### config.mk
export PLATFORM = sky130hd
export DESIGN_NAME = lock_ctrl
export DESIGN_NICKNAME = d
export VERILOG_FILES = /design/src/rtl/lock_pkg.sv /design/src/rtl/lockout_timer.sv /design/src/rtl/lock_ctrl.sv
export SDC_FILE = /design/constraint.sdc
export NUM_CORES = 1
export LEC_CHECK = 0
export CORE_MARGIN = 5
export CORE_UTILIZATION = 53
export DETAILED_ROUTE_END_ITERATION = 8
export PLACE_DENSITY = 0.75
export SLEW_MARGIN = 20
export SYNTH_ARGS = -nofsm -noshare
export SYNTH_HDL_FRONTEND = slang
export SYNTH_SLANG_ARGS = --single-unit
### constraint.sdc
create_clock -name clk -period 2.1 [get_ports clk]
set_clock_uncertainty 0.1 [all_clocks]
set_input_delay 0.63 -clock clk [delete_from_list [all_inputs] [get_ports clk]]
set_output_delay 0.63 -clock clk [all_outputs]
set_load 0.05 [all_outputs]
### src/rtl/lock_pkg.sv
// Shared state type and key constants for the keypad lock controller.
// The LOCKOUT state only exists when LOCK_CTRL_LOCKOUT_EN is defined.
package lock_pkg;

    localparam int         DIGIT_W       = 4;
    localparam logic [4:0] KEY_CLEAR     = 5'd15;
    localparam logic [4:0] KEY_DIGIT_MAX = 5'd9;

    typedef enum logic [2:0] {
        LOCKED,
        ENTER,
        CHECK,
        OPEN,
`ifdef LOCK_CTRL_LOCKOUT_EN
        LOCKOUT,
`endif
        SET
    } lock_state_t;

endpackage

### src/rtl/lockout_timer.sv
// Lockout down-counter: load starts a run of CYCLES cycles, expire_o marks the last one.
// Only instantiated when LOCK_CTRL_LOCKOUT_EN is defined.
module lockout_timer #(
    parameter int CYCLES = 50_000_000
) (
    input  logic clk,
    input  logic reset,
    input  logic load_i,
    output logic expire_o
);

    localparam int W = $clog2(CYCLES + 1);

    logic [W-1:0] count_q, count_d;
    logic         running_q, running_d;

    // Loading CYCLES-1 makes expire_o land on the CYCLES-th cycle after the load.
    always_comb begin
        count_d   = count_q;
        running_d = running_q;
        if (load_i) begin
            count_d   = W'(CYCLES - 1);
            running_d = 1'b1;
        end else if (running_q) begin
            if (count_q == '0) begin
                running_d = 1'b0;
            end else begin
                count_d = count_q - W'(1);
            end
        end
    end

    always_ff @(posedge clk or posedge reset) begin
        if (reset) begin
            count_q   <= '0;
            running_q <= 1'b0;
        end else begin
            count_q   <= count_d;
            running_q <= running_d;
        end
    end

    assign expire_o = running_q && (count_q == '0);

endmodule

### src/rtl/lock_ctrl.sv
// Keypad lock controller: code entry, compare, password change, re-lock and lockout.
// Define LOCK_CTRL_LOCKOUT_EN to enable the lockout state, timer and alarm.
module lock_ctrl
    import lock_pkg::*;
#(
    parameter int                  DIGITS         = 6,
    parameter int                  MAX_FAIL       = 3,
    parameter int                  LOCKOUT_CYCLES = 50_000_000,
    parameter logic [4*DIGITS-1:0] DEFAULT_CODE   = '0
) (
    input  logic       clk,
    input  logic       reset,
    input  logic       key_flag,
    input  logic [4:0] key_value,
    input  logic       btn0,
    input  logic       btn3,
    output logic       open,
    output logic       alarm,
    output logic [1:0] fail_cnt,
    output logic [3:0] digit_cnt,
    output logic       match
);

    localparam int         CODE_W   = DIGIT_W * DIGITS;
    localparam logic [3:0] LAST_CNT = 4'(DIGITS - 1);
    localparam logic [1:0] FAIL_SAT = 2'(MAX_FAIL);

    lock_state_t       state_q, state_d;
    logic [CODE_W-1:0] buf_q, buf_d, code_q, code_d, bufShift;
    logic [3:0]        dcnt_q, dcnt_d;
    logic [1:0]        fcnt_q, fcnt_d;
    logic              open_q, open_d, match_q, match_d;
    logic              btn0_q, btn3_q;
    logic              btn0Edge, btn3Edge, isDigit, isClear, lastDigit, codeEq;

`ifdef LOCK_CTRL_LOCKOUT_EN
    logic tmrLoad, tmrExpire, alarm_q, alarm_d;

    lockout_timer #(.CYCLES(LOCKOUT_CYCLES)) u_timer (
        .clk     (clk),
        .reset   (reset),
        .load_i  (tmrLoad),
        .expire_o(tmrExpire)
    );
`else
    logic unused_lockout_cfg;
    assign unused_lockout_cfg = (LOCKOUT_CYCLES > 0);
`endif

    // Button edges take priority over keys; a key in the same cycle as an accepted edge is dropped.
    always_comb begin
        btn0Edge  = btn0 & ~btn0_q;
        btn3Edge  = btn3 & ~btn3_q;
        isDigit   = key_flag && (key_value <= KEY_DIGIT_MAX);
        isClear   = key_flag && (key_value == KEY_CLEAR);
        lastDigit = (dcnt_q == LAST_CNT);
        codeEq    = (buf_q == code_q);
        bufShift  = {buf_q[CODE_W-DIGIT_W-1:0], key_value[DIGIT_W-1:0]};
        state_d   = state_q;
        buf_d     = buf_q;
        code_d    = code_q;
        dcnt_d    = dcnt_q;
        fcnt_d    = fcnt_q;
        match_d   = 1'b0;
`ifdef LOCK_CTRL_LOCKOUT_EN
        tmrLoad   = 1'b0;
`endif
        case (state_q)
            LOCKED, ENTER: begin
                if (btn0Edge || isClear) begin
                    state_d = LOCKED;
                    buf_d   = '0;
                    dcnt_d  = '0;
                end else if (isDigit) begin
                    buf_d   = bufShift;
                    dcnt_d  = dcnt_q + 4'd1;
                    state_d = lastDigit ? CHECK : ENTER;
                end
            end
            CHECK: begin
                buf_d  = '0;
                dcnt_d = '0;
                if (codeEq) begin
                    state_d = OPEN;
                    fcnt_d  = '0;
                    match_d = 1'b1;
                end else begin
                    fcnt_d  = (fcnt_q == FAIL_SAT) ? FAIL_SAT : fcnt_q + 2'd1;
                    state_d = LOCKED;
`ifdef LOCK_CTRL_LOCKOUT_EN
                    if (fcnt_d == FAIL_SAT) begin
                        state_d = LOCKOUT;
                        tmrLoad = 1'b1;
                    end
`endif
                end
            end
            OPEN: begin
                if (btn0Edge) begin
                    state_d = LOCKED;
                end else if (btn3Edge) begin
                    state_d = SET;
                    buf_d   = '0;
                    dcnt_d  = '0;
                end
            end
            SET: begin
                if (btn0Edge) begin
                    state_d = LOCKED;
                    buf_d   = '0;
                    dcnt_d  = '0;
                end else if (isClear) begin
                    buf_d  = '0;
                    dcnt_d = '0;
                end else if (isDigit) begin
                    if (lastDigit) begin
                        code_d  = bufShift;
                        state_d = OPEN;
                        buf_d   = '0;
                        dcnt_d  = '0;
                    end else begin
                        buf_d  = bufShift;
                        dcnt_d = dcnt_q + 4'd1;
                    end
                end
            end
`ifdef LOCK_CTRL_LOCKOUT_EN
            LOCKOUT: begin
                if (tmrExpire) begin
                    state_d = LOCKED;
                    fcnt_d  = '0;
                end
            end
`endif
            default: state_d = LOCKED;
        endcase
        open_d = (state_d == OPEN) || (state_d == SET);
`ifdef LOCK_CTRL_LOCKOUT_EN
        alarm_d = (state_d == LOCKOUT);
`endif
    end

    // Button history resets high so a level held through reset is not seen as an edge.
    always_ff @(posedge clk or posedge reset) begin
        if (reset) begin
            state_q <= LOCKED;
            buf_q   <= '0;
            code_q  <= DEFAULT_CODE;
            dcnt_q  <= '0;
            fcnt_q  <= '0;
            open_q  <= 1'b0;
            match_q <= 1'b0;
            btn0_q  <= 1'b1;
            btn3_q  <= 1'b1;
        end else begin
            state_q <= state_d;
            buf_q   <= buf_d;
            code_q  <= code_d;
            dcnt_q  <= dcnt_d;
            fcnt_q  <= fcnt_d;
            open_q  <= open_d;
            match_q <= match_d;
            btn0_q  <= btn0;
            btn3_q  <= btn3;
        end
    end

`ifdef LOCK_CTRL_LOCKOUT_EN
    always_ff @(posedge clk or posedge reset) begin
        if (reset) begin
            alarm_q <= 1'b0;
        end else begin
            alarm_q <= alarm_d;
        end
    end

    assign alarm = alarm_q;
`else
    assign alarm = 1'b0;
`endif

    assign open      = open_q;
    assign match     = match_q;
    assign fail_cnt  = fcnt_q;
    assign digit_cnt = dcnt_q;

endmodule

==> results.yml, run 1 <==
pwr:
  p_sw_mw: 1.101
  combPwrFrac_pct: 24.6
  p_seq_share_pct: 43.8
  clockPowerShare_pct: 31.6
  switching_share_pct: 32.90
  internal_power_mw: 2.246
  ir_worst_vdd_uv: 660.3
  p_per_area_nw_per_um2: 907.2
  p_leak_nw: 1.720
final_layout:
  final_cells: 379
  stdcell_area_sq_um: 3690
  drive_above_1_share_pct: 37.79
  syn_to_final_growth_pct: 27.33
  diodes: 0
  fin_nets: 314
clock_network:
  cts_max_level: 3
  clk_pin_slew_ps: 70
  ctsHoldBuffers: 0
  cts_tree: "built"
  clk-insertion-delay-late_ps: 350
  clock-sinks: 61
  cts_made_buffers: 9
  cts-root-buf: "clkbuf_8"
  clockBufferDepth: 2
setup_path:
  critPathLaunch: "key_value[1]"
  arrival_ps: 2210
  crit_cells: 10
  startpoint_type: "input port"
  cp.required_ps: 2280
  slowest_delay_ps: 370
  r2r_start: "digit_cnt[1]"
  cp_num_buf_inv: 5
  critPathMaxFanout: 12
  rr_worst_depth: 7
  crit_slowest_cell: "a221o_1"
  crit_family: "compound AO/OA/AOI/OAI gates"
  path_cells: "dlygate4sd2_1 -> o21ai_2 -> a221o_1 -> o211ai_4 -> buf_12 -> buf_8 -> buf_12 -> buf_16 -> nand2_1 -> o21ai_2"
  ff2ff_setup_slack_ps: 90
  cp-end-kind: "flip-flop"
  critPathKind: "in2reg"
synthesis:
  synth.area.top_cells: "dfrtp_1, mux2_2, xnor2_1, nand2_1, o21ai_2"
  synth_top_area_share_pct: 50.95
  netlist_area_sq_um: 2898
  avgSynthCellArea_sq_um: 11.36
  synth.distinct_cells: 39
  ys_seq_area_share_pct: 52.76
  synth.most_common_cell: "dfrtp_1"
  synth_edf_count: 0
  synth_common_cells: "dfrtp_1, nand2_1, mux2_2"
  synth_cells: 255
  synth_top_cell_by_area: "dfrtp_1"
  yosys_warnings: 0
  ys_seq_elements: 61
  async_reset_ff_share_pct: 100.0
  ys.flop_type: "dfrtp_1"
  syn-num-nets: 267
outcome:
  outcome: "finished, final reports clean"
timing:
  finalHoldViolCount: 0
  timing.final.crit_share_pct: 96.66
  setup_viol: 0
  fin_crit_ps: 2030
  fin_setup_tns_ps: 0
  max_freq_ghz: 0.4926
  rsz0062_at_grt: "no"
  final-max-slew-violation-count: 0
floorplanning:
  fp.coreArea_sq_um: 5405
  die_area_sq_um: 7046
  start_util_pct: 53.61
  die_x_microns: 83.94
  fp-row-count: 27
  io-pin-count: 19
  fp.dieH_microns: 83.94
global_route:
  use_met1_pct: 27.13
  grt_max_degree: 27
  grtUsageMet3_pct: 4.936
  gr-total-overflow: 0
  met2_usage_pct: 30.95
  grt_pass1_vias: 2130
  grt-busiest-layer: "met2"
  gr-usage-all-layers_pct: 20.18
  antenna_found_initial: 0
  grt_pass1_wl_microns: 10980
detailed_routing:
  antenna_left: 0
  vias: 2050
  wl_per_cell_microns: 16.83
  firstDrtPassIters: 4
  drt-initial-drc-count: 138
  via_per_inst: 5.409
  routed_wl_microns: 6380
  drcViolationCount: 0
run:
  drv_cap: 0
min_path:
  hp-start: "buf_q[21]"
  hold_depth: 2
  hp-class: "reg2reg"
placed_design:
  gp_congestion: 0.7676
  dp_hpwl_microns: 3810
  dp_cells: 353
  dpl_cell_area_sq_um: 3269
  io_buffer_count: 17
## metal layers
metal	up-vias	share of wire [%]
met1	1014	44
met4	0	2.2
met5	-	0
met2	49	49
li1	973	-
met3	14	4.3
## worst paths after layout
check,to
worst max-delay path,buf_q[12]
worst min-delay path,buf_q[21]
worst max register to register,code_q[0]
worst min register to register,buf_q[21]
max in group asynchronous,code_q[23]
min in group asynchronous,digit_cnt[0]
## cell families (layout without fill, tap and decap cells)
kind of cell | count (synthesis) | after routing | share of synthesized area (%)
multiplexers | 25 | 25 | 9.715
adder cells (fa/ha/maj) | 2 | 2 | 0.8634
flip-flops | 61 | 61 | 52.76
buffers and inverters | 15 | 67 | 3.670
other | 1 | 1 | 0.1294
XOR/XNOR | 24 | 24 | 7.254
AO/OA/AOI/OAI | 43 | 43 | 12.52
AND/OR/NAND/NOR | 84 | 84 | 13.08
## stage by stage
step	hold WS (ps)	utilization, %	power (mW)	setup WS, ps
6_report	399.3	68.26	3.348	70.11
2_1_floorplan	373.8	-	1.962	-1.909
3_3_place_gp	384.4	60.49	2.173	-482.5
4_1_cts	401.4	68.26	3.357	93.26
5_1_grt	439.0	68.26	3.511	1.293
3_5_place_dp	388.9	60.49	2.197	-521.1
## cell type report
cell class	count	area, sq um
Clock inverter	6	62.56
Inverter	3	15.01
Clock buffer	10	137.6
Multi-Input combinational cell	179	1300
Fill cell	419	1715
Tap cell	72	90.09
Sequential cell	61	1533
Timing Repair Buffer	48	551.8
## what timing repair did
action / in CTS / in global routing
endpoints found under the setup margin: 51 / 0
buffers inserted: 7 / 0
resized for setup: 23 / 0
## cells in the final DEF, fill, tap and decap left out, types with 3 or more instances in the layout
master          n
mux2_2         25
o21ai_1         4
nor2_1          7
nand3_1         6
xnor2_1        22
nand2_1        49
dlygate4sd2_1   8
buf_4          24
buf_6           3
nor3_1          4
buf_12          8
nand4_1         5
clkinvlp_4      4
o21ai_2        21
dfrtp_1        56
dfrtp_2         3
buf_16          3
clkbuf_8       10
## power by group through the flow
stage / sequential [mW] / clock (mW) / combinational [mW]
2_1_floorplan: 1.57 / 0 / 0.391
3_3_place_gp: 1.48 / 0 / 0.696
3_5_place_dp: 1.48 / 0 / 0.716
4_1_cts: 1.46 / 1.07 / 0.820
5_1_grt: 1.49 / 1.13 / 0.889
6_report: 1.47 / 1.06 / 0.825
## tightest hold or removal path, delay by kind of cell, from the launching register on
family | cells | cell delay (ps)
AO/OA/AOI/OAI | 1 | 50
AND/OR/NAND/NOR | 1 | 70
flip-flops | 1 | 360
## registers in the layout, summed over array words and instances, names as in the netlist
signal	flops
btn0_q	1
btn3_q	1
buf_q	24
code_q	24
digit_cnt	4
fail_cnt	2
match	1
open	1
state_q	3
(Power assumes the default switching activity.)
==> run 2, diff against run 1 <==
--- a/config.mk
+++ b/config.mk
@@ -6,9 +6,9 @@
 export NUM_CORES = 1
 export LEC_CHECK = 0
 export CORE_MARGIN = 5
-export CORE_UTILIZATION = 53
+export CORE_UTILIZATION = 40
 export DETAILED_ROUTE_END_ITERATION = 8
-export PLACE_DENSITY = 0.75
+export PLACE_DENSITY = 0.59
 export SLEW_MARGIN = 20
 export SYNTH_ARGS = -nofsm -noshare
 export SYNTH_HDL_FRONTEND = slang
==> run 2 against run 1 <==
Power increased by 6.9%. Sequential power is essentially flat. Critical path depth is 3 lower. Die area is 28% higher. Clock power is 28% higher. Maximum frequency grew 0.68%. Clock-buffer cell count rose by 3. Critical path type is now reg2reg. Core utilization fell by 17 points. Global-route usage down 5.2 points.
==> results.yml, run 2 (same netlist as run 1, synthesis figures left out) <==
outcome:
  outcome: "finished, final reports clean"
final_layout:
  fillers: 664
  layout_commonest_cell: "dfrtp_1"
  final_cell_mix: "dfrtp_1, nand2_1, mux2_2, buf_4, xnor2_1"
  stdcell_area_sq_um: 3672
  diodes: 0
  drive_above_1_share_pct: 35.88
  syn_to_final_growth_pct: 26.73
  final_cells: 400
  fin_nets: 308
setup_path:
  cp.required_ps: 2220
  cp-end-kind: "flip-flop"
  critPathKind: "reg2reg"
  slowest_delay_ps: 430
  crit_slowest_cell: "dfrtp_2"
  r2r_start: "digit_cnt[0]"
  cp_num_buf_inv: 1
  ff2ff_setup_slack_ps: 80
  crit_family: "simple AND/OR/NAND/NOR gates"
  startpoint_type: "flip-flop"
  rr_worst_depth: 7
  r2r_end: "state_q[0]"
  path_cells: "ha_1 -> and3b_1 -> and3_4 -> nor2b_2 -> buf_12 -> a41o_1 -> a211o_1"
  critPathMaxFanout: 25
  arrival_ps: 2140
global_route:
  gr-usage-all-layers_pct: 14.96
  grt_pass1_vias: 1997
  grt_max_degree: 32
  gr-total-overflow: 0
  antenna_found_initial: 0
  grt_pass1_wl_microns: 10180
run:
  drv_cap: 0
detailed_routing:
  firstDrtPassIters: 4
  routed_wl_microns: 5955
  vias: 1964
  drcViolationCount: 0
  antenna_left: 0
  drt-initial-drc-count: 130
  via_per_inst: 4.910
  wl_per_cell_microns: 14.89
placed_design:
  gp_congestion: 0.7929
  dp_cells: 377
  dp_hpwl_microns: 3668
  dpl_cell_area_sq_um: 3293
  dp_slack_ps: -536.6
  io_buffer_count: 17
floorplanning:
  die_area_sq_um: 9047
  fp.dieH_microns: 95.12
  start_util_pct: 40.60
  fp.coreArea_sq_um: 7137
  io-pin-count: 19
  die_x_microns: 95.12
  fp-row-count: 31
pwr:
  p_per_area_nw_per_um2: 974.8
  total_power_mw: 3.580
  p_leak_nw: 1.711
  ir_worst_vdd_uv: 570.4
clock_network:
  cts_made_buffers: 9
  cts_max_level: 3
  clk_pin_slew_ps: 70
  clk-insertion-delay-late_ps: 340
  cts-root-buf: "clkbuf_8"
  cts_tree: "built"
  clock-sinks: 61
  clockBufferDepth: 2
timing:
  finalHoldViolCount: 0
  setup_ws_ps: 83.83
  max_freq_ghz: 0.4960
  timing.final.crit_share_pct: 96.01
  final-max-slew-violation-count: 0
  rsz0062_at_grt: "no"
  fin_crit_ps: 2016
  holdWs_ps: 408.9
  setup_viol: 0
min_path:
  hold_path_end: "buf_q[23]"
  hp-class: "reg2reg"
  hold_depth: 2
  hp-start: "buf_q[23]"
[run 2: power by group]
| group | internal, mW | total [mW] | switching (mW) |
|---|---|---|---|
| clock | 0.887 | 1.36 | 0.468 |
| combinational | 0.333 | 0.769 | 0.435 |
| sequential | 1.31 | 1.46 | 0.148 |
[run 2: repair_timing]
action / CTS / global route
gates cloned: 1 / 0
gates resized for setup: 14 / 2
pin swaps: 5 / 1
setup buffers: 4 / 2
hold buffers: 0 / 0
setup endpoints to repair: 54 / 4
[run 2: layout make-up]
cell class                 instances  area, sq um  area share [%]
timing repair buffer              42        439.2           11.96
inverter                           3        15.01          0.4089
multi-input combinational        179         1303           35.47
clock buffer                      13        168.9           4.600
sequential                        61         1533           41.74
clock inverter                     3        90.09           2.453
tap                               99        123.9           3.373
[run 2: worst max path at each step]
stage | end | cells past startpoint | slack [ps] | start
4_1_cts | digit_cnt[3] | 8 | 10 | btn0
5_1_grt | state_q[0] | 8 | 20 | digit_cnt[1]
2_1_floorplan | code_q[0] | 8 | -2 | digit_cnt[1]
6_report | state_q[0] | 7 | 80 | digit_cnt[0]
3_3_place_gp | buf_q[20] | 7 | -520 | key_value[3]
3_5_place_dp | buf_q[22] | 6 | -540 | key_value[3]
[run 2: stage by stage]
step | utilization, % | TNS (ps)
global placement | 46.14 | -26070
global route | 51.46 | 0
floorplan | - | -35.99
detailed placement | 46.14 | -26210
finish | 51.46 | 0
CTS | 51.14 | 0
[run 2: metal layers]
| layer | GRT usage (%) | wire length [microns] | vias up |
|---|---|---|---|
| li1 | - | - | 965 |
| met1 | 19.63 | 2879 | 968 |
| met2 | 23.03 | 2822 | 20 |
| met3 | 3.552 | 124 | 11 |
| met4 | 7.572 | 129 | 0 |
| met5 | 0 | 0 | - |
[run 2: worst min-delay path, stage by stage (launching register included)]
cell and delay, ps:
dfrtp_1 360, nand2_1 70, o21ai_2 50
